--- config.mk ---
export PLATFORM = sky130hd
export DESIGN_NAME = fwd_hazard_ctrl
export DESIGN_NICKNAME = d
export VERILOG_FILES = /design/src/rtl/fwd_hazard_ctrl_pkg.sv /design/src/rtl/fwd_hazard_cmp.sv /design/src/rtl/fwd_hazard_ctrl.sv
export SDC_FILE = /design/constraint.sdc
export NUM_CORES = 1
export LEC_CHECK = 0
export BUFFER_PORTS_ARGS = -buffer_cell sky130_fd_sc_hd__buf_2
export CORE_MARGIN = 2
export CORE_UTILIZATION = 25
export CTS_BUF_LIST = sky130_fd_sc_hd__clkbuf_4 sky130_fd_sc_hd__clkbuf_8
export CTS_CLUSTER_SIZE = 12
export DETAILED_ROUTE_END_ITERATION = 16
export GPL_ROUTABILITY_DRIVEN = 0
export SKIP_LAST_GASP = 1
export SYNTH_ARGS = -nofsm -noshare
export SYNTH_HDL_FRONTEND = slang
export SYNTH_SLANG_ARGS = --single-unit
--- constraint.sdc ---
create_clock -name clk -period 2.67 [get_ports clk]
set_input_delay 0.4005 -clock clk [delete_from_list [all_inputs] [get_ports clk]]
set_output_delay 0.4005 -clock clk [all_outputs]
set_load 0.01 [all_outputs]
--- src/rtl/fwd_hazard_ctrl_pkg.sv ---
// Shared types for the forwarding / hazard controller.
// Shadow entries mirror the destination info of EX and MEM.
package fwd_hazard_ctrl_pkg;

  typedef logic [4:0] RegAddrBus;

  localparam RegAddrBus ZeroReg = 5'd0;

  typedef enum logic [1:0] {
    FH_RUN = 2'd0,
    FH_LU  = 2'd1,
    FH_MW  = 2'd2
  } fh_state_e;

  typedef struct packed {
    logic      v;
    RegAddrBus rd;
    logic      we;
    logic      ld;
  } shadow_t;

  function automatic shadow_t bubble();
    return '0;
  endfunction

endpackage

--- src/rtl/fwd_hazard_cmp.sv ---
// Compares one ID source register against one shadow entry.
// x0 never matches since it is hardwired to zero.
module fwd_hazard_cmp
  import fwd_hazard_ctrl_pkg::*;
(
  input  logic      id_valid,
  input  logic      use_rs,
  input  RegAddrBus rs,
  input  shadow_t   ent,
  output logic      match
);

  assign match = id_valid & use_rs
               & (rs != ZeroReg)
               & ent.v & ent.we
               & (ent.rd == rs);

endmodule

--- src/rtl/fwd_hazard_ctrl.sv ---
// Forwarding and hazard control: EX/MEM shadows,
// forward flags, load-use and load-wait stalls.
module fwd_hazard_ctrl
  import fwd_hazard_ctrl_pkg::*;
#(
  parameter int MEM_WAIT_MAX = 16,
  parameter int CNT_W        = 32
) (
  input  logic             clk,
  input  logic             rst,
  input  logic             hold_i,
  input  logic             flush_i,
  input  logic             id_valid_i,
  input  logic [4:0]       id_rs1_i,
  input  logic [4:0]       id_rs2_i,
  input  logic             id_rs1_use_i,
  input  logic             id_rs2_use_i,
  input  logic [4:0]       id_rd_i,
  input  logic             id_we_i,
  input  logic             id_is_load_i,
  input  logic [31:0]      ex_result_i,
  input  logic [31:0]      mem_result_i,
  input  logic             mem_data_valid_i,
  output logic             reg1_exforward_flag_o,
  output logic             reg2_exforward_flag_o,
  output logic             reg1_memforward_flag_o,
  output logic             reg2_memforward_flag_o,
  output logic [31:0]      ex_wdata_tem_o,
  output logic [31:0]      mem_wdata_tem_o,
  output logic             stall_id_o,
  output logic             stall_pipe_o,
  output logic             timeout_err_o,
  output logic [CNT_W-1:0] stall_cnt_o
);

  localparam int WCW = $clog2(MEM_WAIT_MAX + 1);
  localparam logic [WCW-1:0] WAIT_LIM = WCW'(MEM_WAIT_MAX);

  shadow_t        ex_q;
  shadow_t        mem_q;
  shadow_t        id_ent;
  fh_state_e      state_q;
  logic [WCW-1:0] wait_q;

  logic m_ex1;
  logic m_ex2;
  logic m_mem1;
  logic m_mem2;
  logic lu_hit;
  logic tmo_exit;
  logic adv;
  logic any_stall;

  assign id_ent = '{
    v:  id_valid_i,
    rd: id_rd_i,
    we: id_we_i,
    ld: id_is_load_i
  };

  fwd_hazard_cmp u_cmp_ex1 (
    .id_valid (id_valid_i),
    .use_rs   (id_rs1_use_i),
    .rs       (id_rs1_i),
    .ent      (ex_q),
    .match    (m_ex1)
  );

  fwd_hazard_cmp u_cmp_ex2 (
    .id_valid (id_valid_i),
    .use_rs   (id_rs2_use_i),
    .rs       (id_rs2_i),
    .ent      (ex_q),
    .match    (m_ex2)
  );

  fwd_hazard_cmp u_cmp_mem1 (
    .id_valid (id_valid_i),
    .use_rs   (id_rs1_use_i),
    .rs       (id_rs1_i),
    .ent      (mem_q),
    .match    (m_mem1)
  );

  fwd_hazard_cmp u_cmp_mem2 (
    .id_valid (id_valid_i),
    .use_rs   (id_rs2_use_i),
    .rs       (id_rs2_i),
    .ent      (mem_q),
    .match    (m_mem2)
  );

  // A load in EX cannot forward yet; the ID op waits one cycle for MEM.
  assign lu_hit   = (m_ex1 | m_ex2) & ex_q.ld;
  assign tmo_exit = (state_q == FH_MW) && (wait_q == WAIT_LIM);

  assign stall_id_o   = lu_hit & ~flush_i;
  assign stall_pipe_o = mem_q.v & mem_q.ld
                      & ~mem_data_valid_i & ~tmo_exit;

  assign reg1_exforward_flag_o  = m_ex1 & ~ex_q.ld & ~flush_i;
  assign reg2_exforward_flag_o  = m_ex2 & ~ex_q.ld & ~flush_i;
  assign reg1_memforward_flag_o = m_mem1 & ~m_ex1 & ~flush_i;
  assign reg2_memforward_flag_o = m_mem2 & ~m_ex2 & ~flush_i;

  assign ex_wdata_tem_o  = ex_result_i;
  assign mem_wdata_tem_o = mem_result_i;

  assign adv       = ~hold_i & ~stall_pipe_o;
  assign any_stall = stall_id_o | stall_pipe_o;

  always_ff @(posedge clk) begin
    if (rst) begin
      ex_q  <= bubble();
      mem_q <= bubble();
    end else if (adv) begin
      mem_q <= ex_q;
      if (stall_id_o | flush_i | ~id_valid_i) begin
        ex_q <= bubble();
      end else begin
        ex_q <= id_ent;
      end
    end
  end

  always_ff @(posedge clk) begin
    if (rst) begin
      state_q       <= FH_RUN;
      wait_q        <= '0;
      timeout_err_o <= 1'b0;
    end else if (!hold_i) begin
      unique case (state_q)
        FH_RUN: begin
          if (stall_pipe_o) begin
            state_q <= FH_MW;
            wait_q  <= WCW'(1);
          end else if (stall_id_o) begin
            state_q <= FH_LU;
          end
        end
        FH_LU: begin
          if (stall_pipe_o) begin
            state_q <= FH_MW;
            wait_q  <= WCW'(1);
          end else begin
            state_q <= FH_RUN;
          end
        end
        FH_MW: begin
          if (mem_data_valid_i) begin
            state_q <= FH_RUN;
            wait_q  <= '0;
          end else if (tmo_exit) begin
            state_q       <= FH_RUN;
            wait_q        <= '0;
            timeout_err_o <= 1'b1;
          end else begin
            wait_q <= wait_q + WCW'(1);
          end
        end
        default: begin
          state_q <= FH_RUN;
          wait_q  <= '0;
        end
      endcase
    end
  end

  // Counts through hold so stall cost stays visible while frozen.
  always_ff @(posedge clk) begin
    if (rst) begin
      stall_cnt_o <= '0;
    end else if (any_stall && (stall_cnt_o != '1)) begin
      stall_cnt_o <= stall_cnt_o + CNT_W'(1);
    end
  end

endmodule
== Word level (Yosys, flattened, before mapping) ==
Index checks and enable logic that the tools add are counted.
Widths: inputs -> output; s select.

* Word-level logic and storage cells: 88
* Input port bits: 89
* Register bits after elaboration: 56

* Bitwise operators: 43
* Muxes and demuxes: 11
* Equality and inequality tests: 11
* $add $sub $neg: 2
* Reductions and logical operators: 9

{| class="wikitable"
|+ Operator list
! operator !! count
|-
| $add 32x1->32 const B || 1
|-
| $ne 32x32->1 const B || 1
|-
| $and 1x1->1 || 30
|-
| $eq 5x5->1 || 4
|-
| $mux 5 || 3
|-
| $mux 2 || 5
|-
| $pmux 5 s2 || 1
|-
| $reduce_bool 5->1 || 2
|-
| $not 1->1 || 9
|-
| $mux 8 || 1
|-
| $ne 3x3->1 const B || 2
|-
| $pmux 2 s3 || 1
|-
| $add 5x1->5 const B || 1
|-
| $eq 5x5->1 const B || 1
|-
| $or 1x1->1 || 4
|-
| $reduce_and 4->1 || 1
|-
| $reduce_and 3->1 || 1
|-
| $eq 2x1->1 const B || 1
|-
| $eq 2x2->1 const B || 1
|-
| $logic_and 1x1->1 || 2
|-
| $logic_not 2->1 || 1
|-
| $ne 2x1->1 const B || 1
|-
| $reduce_and 2->1 || 1
|-
| $reduce_or 2->1 || 1
|}

== Depth between registers and ports, before layout ==
* Word-level depth: 11
* Mapped depth: 11

== Hierarchy ==
From an unflattened synthesis, not the netlist that was laid out.

* Cells, all modules: 420
* Area total of the unflattened synthesis: 3459.6 um2

{| class="wikitable"
|+ By module, submodules not included
! module !! area each (um2) !! sequential area each (um2) !! instances !! cells an instance
|-
| fwd_hazard_ctrl || 3169.3 || 1121.1 || 1 || 380
|-
| fwd_hazard_cmp || 72.6 || 0.0 || 4 || 10
|}

== Least setup slack after synthesis ==
No wires, ideal clock.

* Kind: input -> register
* Start point: in id_rs2_i[0]
* End point: reg stall_cnt_o[7]
* Arrival time: 2.083 ns
* Path buffers: 2
* Library setup time: 0.128 ns
* Stages: 9
* Path slack: 0.460 ns
* Cells stage by stage: or4_1 o211ai_1 nor4_2 or3_1 buf_6 buf_6 nand3_1 xor2_1 nor2_1

* Word-level cells in the longest chain between the ends: 10
* Elaborated cells between the ends (all ways): 11

{| class="wikitable"
|+ Ends and longest elaborated chain
! what !! line !! text
|-
| start: declaration || fwd_hazard_ctrl.sv:15 || <nowiki>input logic [4:0] id_rs2_i,</nowiki>
|-
| $reduce_bool 5->1 || fwd_hazard_cmp.sv:14 || <nowiki>& (rs != ZeroReg)</nowiki>
|-
| $and 1x1->1 || fwd_hazard_cmp.sv:14 ||
|-
| $and 1x1->1 (2 in a row) || fwd_hazard_cmp.sv:15 || <nowiki>& ent.v & ent.we</nowiki>
|-
| $and 1x1->1 (*) || fwd_hazard_cmp.sv:16 || <nowiki>& (ent.rd == rs);</nowiki>
|-
| $or 1x1->1 (*) || fwd_hazard_ctrl.sv:94 || <nowiki>assign lu_hit = (m_ex1 | m_ex2) & ex_q.ld;</nowiki>
|-
| $and 1x1->1 (*) || fwd_hazard_ctrl.sv:94 ||
|-
| $and 1x1->1 (*) || fwd_hazard_ctrl.sv:97 || <nowiki>assign stall_id_o = lu_hit & ~flush_i;</nowiki>
|-
| $or 1x1->1 (*) || fwd_hazard_ctrl.sv:110 || <nowiki>assign any_stall = stall_id_o | stall_pipe_o;</nowiki>
|-
| $logic_and 1x1->1 (*) || fwd_hazard_ctrl.sv:173 || <nowiki>end else if (any_stall && (stall_cnt_o != '1)) begin</nowiki>
|-
| end signal: assignment || fwd_hazard_ctrl.sv:174 || <nowiki>stall_cnt_o <= stall_cnt_o + CNT_W'(1);</nowiki>
|-
| end: declaration || fwd_hazard_ctrl.sv:33 || <nowiki>output logic [CNT_W-1:0] stall_cnt_o</nowiki>
|}

Mark *: on every way between the ends. The rest lies on a longest branch, timed or not.
A chain may end at the register's enable or synchronous reset.

== Worst setup path in the final report ==
* Start point: reg wait_q[0]
* End point: reg stall_cnt_o[4]

* Word-level cells in the longest chain between the ends: 6

{| class="wikitable"
|+ Ends and longest elaborated chain
! what !! line !! text
|-
| start: declaration || fwd_hazard_ctrl.sv:43 || <nowiki>logic [WCW-1:0] wait_q;</nowiki>
|-
| start signal: assignment || fwd_hazard_ctrl.sv:158 || <nowiki>wait_q <= wait_q + WCW'(1);</nowiki>
|-
| $eq 5x5->1 || fwd_hazard_ctrl.sv:95 || <nowiki>assign tmo_exit = (state_q == FH_MW) && (wait_q == WAIT_LIM);</nowiki>
|-
| $logic_and 1x1->1 || fwd_hazard_ctrl.sv:95 ||
|-
| $not 1->1 || fwd_hazard_ctrl.sv:99 || <nowiki>& ~mem_data_valid_i & ~tmo_exit;</nowiki>
|-
| $and 1x1->1 || fwd_hazard_ctrl.sv:99 ||
|-
| $or 1x1->1 || fwd_hazard_ctrl.sv:110 ||
|-
| $logic_and 1x1->1 || fwd_hazard_ctrl.sv:173 ||
|}

No other way between the ends.

==> out/metrics.yaml <==
logic_synthesis:
  yosysUniqueCellTypes: 44
  synth_top_family_by_area: "simple AND/OR/NAND/NOR gates"
  netlist_area_mm2: 0.00338
  syn_inst: 417
  synth_mux_area_share_pct: 0
  synthSimpleGateAreaFrac_pct: 26.3
  synthTopCellsByArea: "dfxtp_1 33%, buf_4 14%, xnor2_1 7.0%"
  avgSynthCellArea_um2: 8.11
  syn-num-nets: 509
  synth_common_cells: "64 x buf_4, 56 x dfxtp_1, 53 x nor2_1"
  synth_most_common_cell: "buf_4"
  synth_fa_ha_area_share_pct: 1.11
  synth-seq-cells: 56
  synth_compound_area_share_pct: 9.66
  synthXorXnorAreaFrac_pct: 12.7
  synthArstFlopShare_pct: 0
  synth-edff-count: 0
  ys.flop_type: "dfxtp_1"
  ys_warn_count: 0
  synth-seq-area-share_pct: 33.1
  synth_top_area_share_pct: 33.1
  synth.largest_area_cell: "dfxtp_1"
setup_path:
  worstSetupPathType: "reg2reg"
  crit_required_ns: 2.87
  slowest_delay_ns: 0.52
  cp-start-kind: "flip-flop"
  cpMaxStageDelayCell: "or3_1"
  path_max_fanout: 10
  critical_path.cell_chain: "inv_1, ha_1, nand4b_1, o31ai_4, buf_4, inv_1, or3_1, buf_4, nand4_1, xor2_1, nor2_1"
  worstPathArrival_ns: 2.67
  crit_path_end_kind: "flip-flop"
route:
  avgRoutedWirePerCell_um: 13.6
  drcViolationCount: 0
  drt-total-wl_um: 8240
  first_iter_violations: 84
  ant_nets: 0
  drt_first_pass_iters: 4
  avgViaCountPerCell: 4.63
  num_vias: 2794
clocking:
  cts-root-buf: "clkbuf_8"
  cts.path.max_buffers: 2
  clk_pin_slew_ns: 0.10
  cts_tree: "yes"
  cts_buffers: 5
  cts_sinks: 56
  clk_latency_ns: 0.31
  post_cts_buffers: 0
  cts_max_level: 2
power_and_ir_drop:
  power_density_mw_per_mm2: 398
  ir_worst_vdd_uv: 225
  p_leak_nw: 1.34
global_routing:
  grt_pass1_vias: 2668
  grt_pass1_wl_um: 13100
  grt_max_degree: 21
  grt_usage_pct: 11.1
  antenna_found_initial: 0
  overflow: 0
sta:
  layout_min_cycle_time_ns: 2.47
  fmax_mhz: 404
  setup_viol_count_final: 0
  tightest_slew_ns: 0.659
  hold_viol_final: 0
  fin_crit_sh_pct: 92.6
  fin_skew_ns: 0.00984
  finalMaxSlewViolations: 0
  max_slew_margin_pct: 56.0
  hold_slack_ns: 0.332
  rsz0062_at_grt: "no"
cells_and_area:
  nets: 519
  diodes: 0
  synthToLayoutAreaGrowth_pct: 6.36
  fin_util_pct: 27.2
  drive_above_1_share_pct: 22.7
floorplanning:
  ios: 192
  coreArea_mm2: 0.0132
  fp-row-count: 42
  die_x_um: 120
  dieArea_mm2: 0.0145
  start_util_pct: 25.5
  die_h_um: 120
min_path:
  worst_hold_path_type: "in2reg"
flow_run:
  drv_cap: 0
outcome:
  status: "completed"
placement:
  port_buffers: 63
  dp_hpwl_um: 6340
-- what timing repair did --
action | 4_1_cts | 5_1_grt
resized for setup | 1 | 1
pin swaps | 0 | 0
endpoints found under the setup margin | 2 | 1
hold buffers | 0 | 0
gates cloned | 0 | 0
hold endpoints to repair | 0 | 0
-- path summary, 6_finish.rpt --
path / cells after the start / to / startpoint / slack, ns
worst min-delay path: 3 / ex_q[1] / id_we_i / 0.33
worst max register to register: 11 / stall_cnt_o[4] / wait_q[0] / 0.20
worst max-delay path: 11 / stall_cnt_o[4] / wait_q[0] / 0.20
worst min register to register: 2 / mem_q[1] / mem_q[1] / 0.47
-- logic make-up (layout without fill, tap and decap cells) --
family | Yosys count | after routing
simple gates | 173 | 173
xor+xnor | 49 | 49
fa+ha+maj | 3 | 3
compound gates | 51 | 51
flops | 56 | 56
buf+inv | 85 | 96
-- critical path: cells and delay by family, from the launching register on --
family,cells,cell delay (ns)
and+or+nand+nor,4,0.87
buffers and inverters,4,0.55
DFF,1,0.35
AOI/OAI and AO/OA,1,0.29
xor gates and xnor gates,1,0.16
adders and majority gates,1,0.15
-- flip-flops by register name, indices dropped and copies added (netlist names) --
signal,flops
wait_q,5
ex_q,8
stall_cnt_o,32
timeout_err_o,1
mem_q,8
state_q,2
-- power by group --
part           total [mW]  internal [mW]  switching (mW)  leakage [nW]
Combinational      0.0910         0.0376          0.0533         0.842
Sequential          0.845          0.839         0.00573         0.451
Clock               0.496          0.222           0.274        0.0479
-- per-layer routing --
metal | up-vias | GRT usage (%) | part of all wire [%]
met1 | 1302 | 14.4 | 47
met2 | 83 | 17.9 | 45
met3 | 21 | 3.02 | 6.5
li1 | 1388 | - | -
met5 | - | 0 | 0
met4 | 0 | 3.49 | 1.4
-- cell type report --
type	instances	area, um2
clock inverter	1	7.51
multi-input combinational	276	1690
timing repair buffer	80	443
inverter	8	30.0
tap	176	220
sequential	56	1120
fill	1453	9650
clock buffer	7	90.1
-- metrics by stage --
step                      setup TNS, ns  power [mW]  setup WS [ns]  cells  cell area (um2)
after floorplan                       0        1.01          0.460    417             3380
after global placement                0       0.954         0.0437    596             3500
after detailed placement        -0.0408       0.957        -0.0208    596             3500
after CTS                             0        1.46          0.175    604             3600
after global routing                  0        1.50         0.0728    604             3600
final                                 0        1.43          0.196    604             3600
-- cell usage in the layout (no fill, tap or decap), types with 6 or more instances in the layout --
cell type	instances
o21ai_0	10
or3_1	7
nand3_1	21
nand2_1	29
dfxtp_1	56
buf_2	63
a21oi_1	25
buf_4	17
nor3_1	7
inv_1	8
and3_1	8
xnor2_1	27
clkbuf_8	6
a22oi_1	7
nand4_1	18
xor2_1	22
nor2_1	52
(Power assumes the default switching activity.)
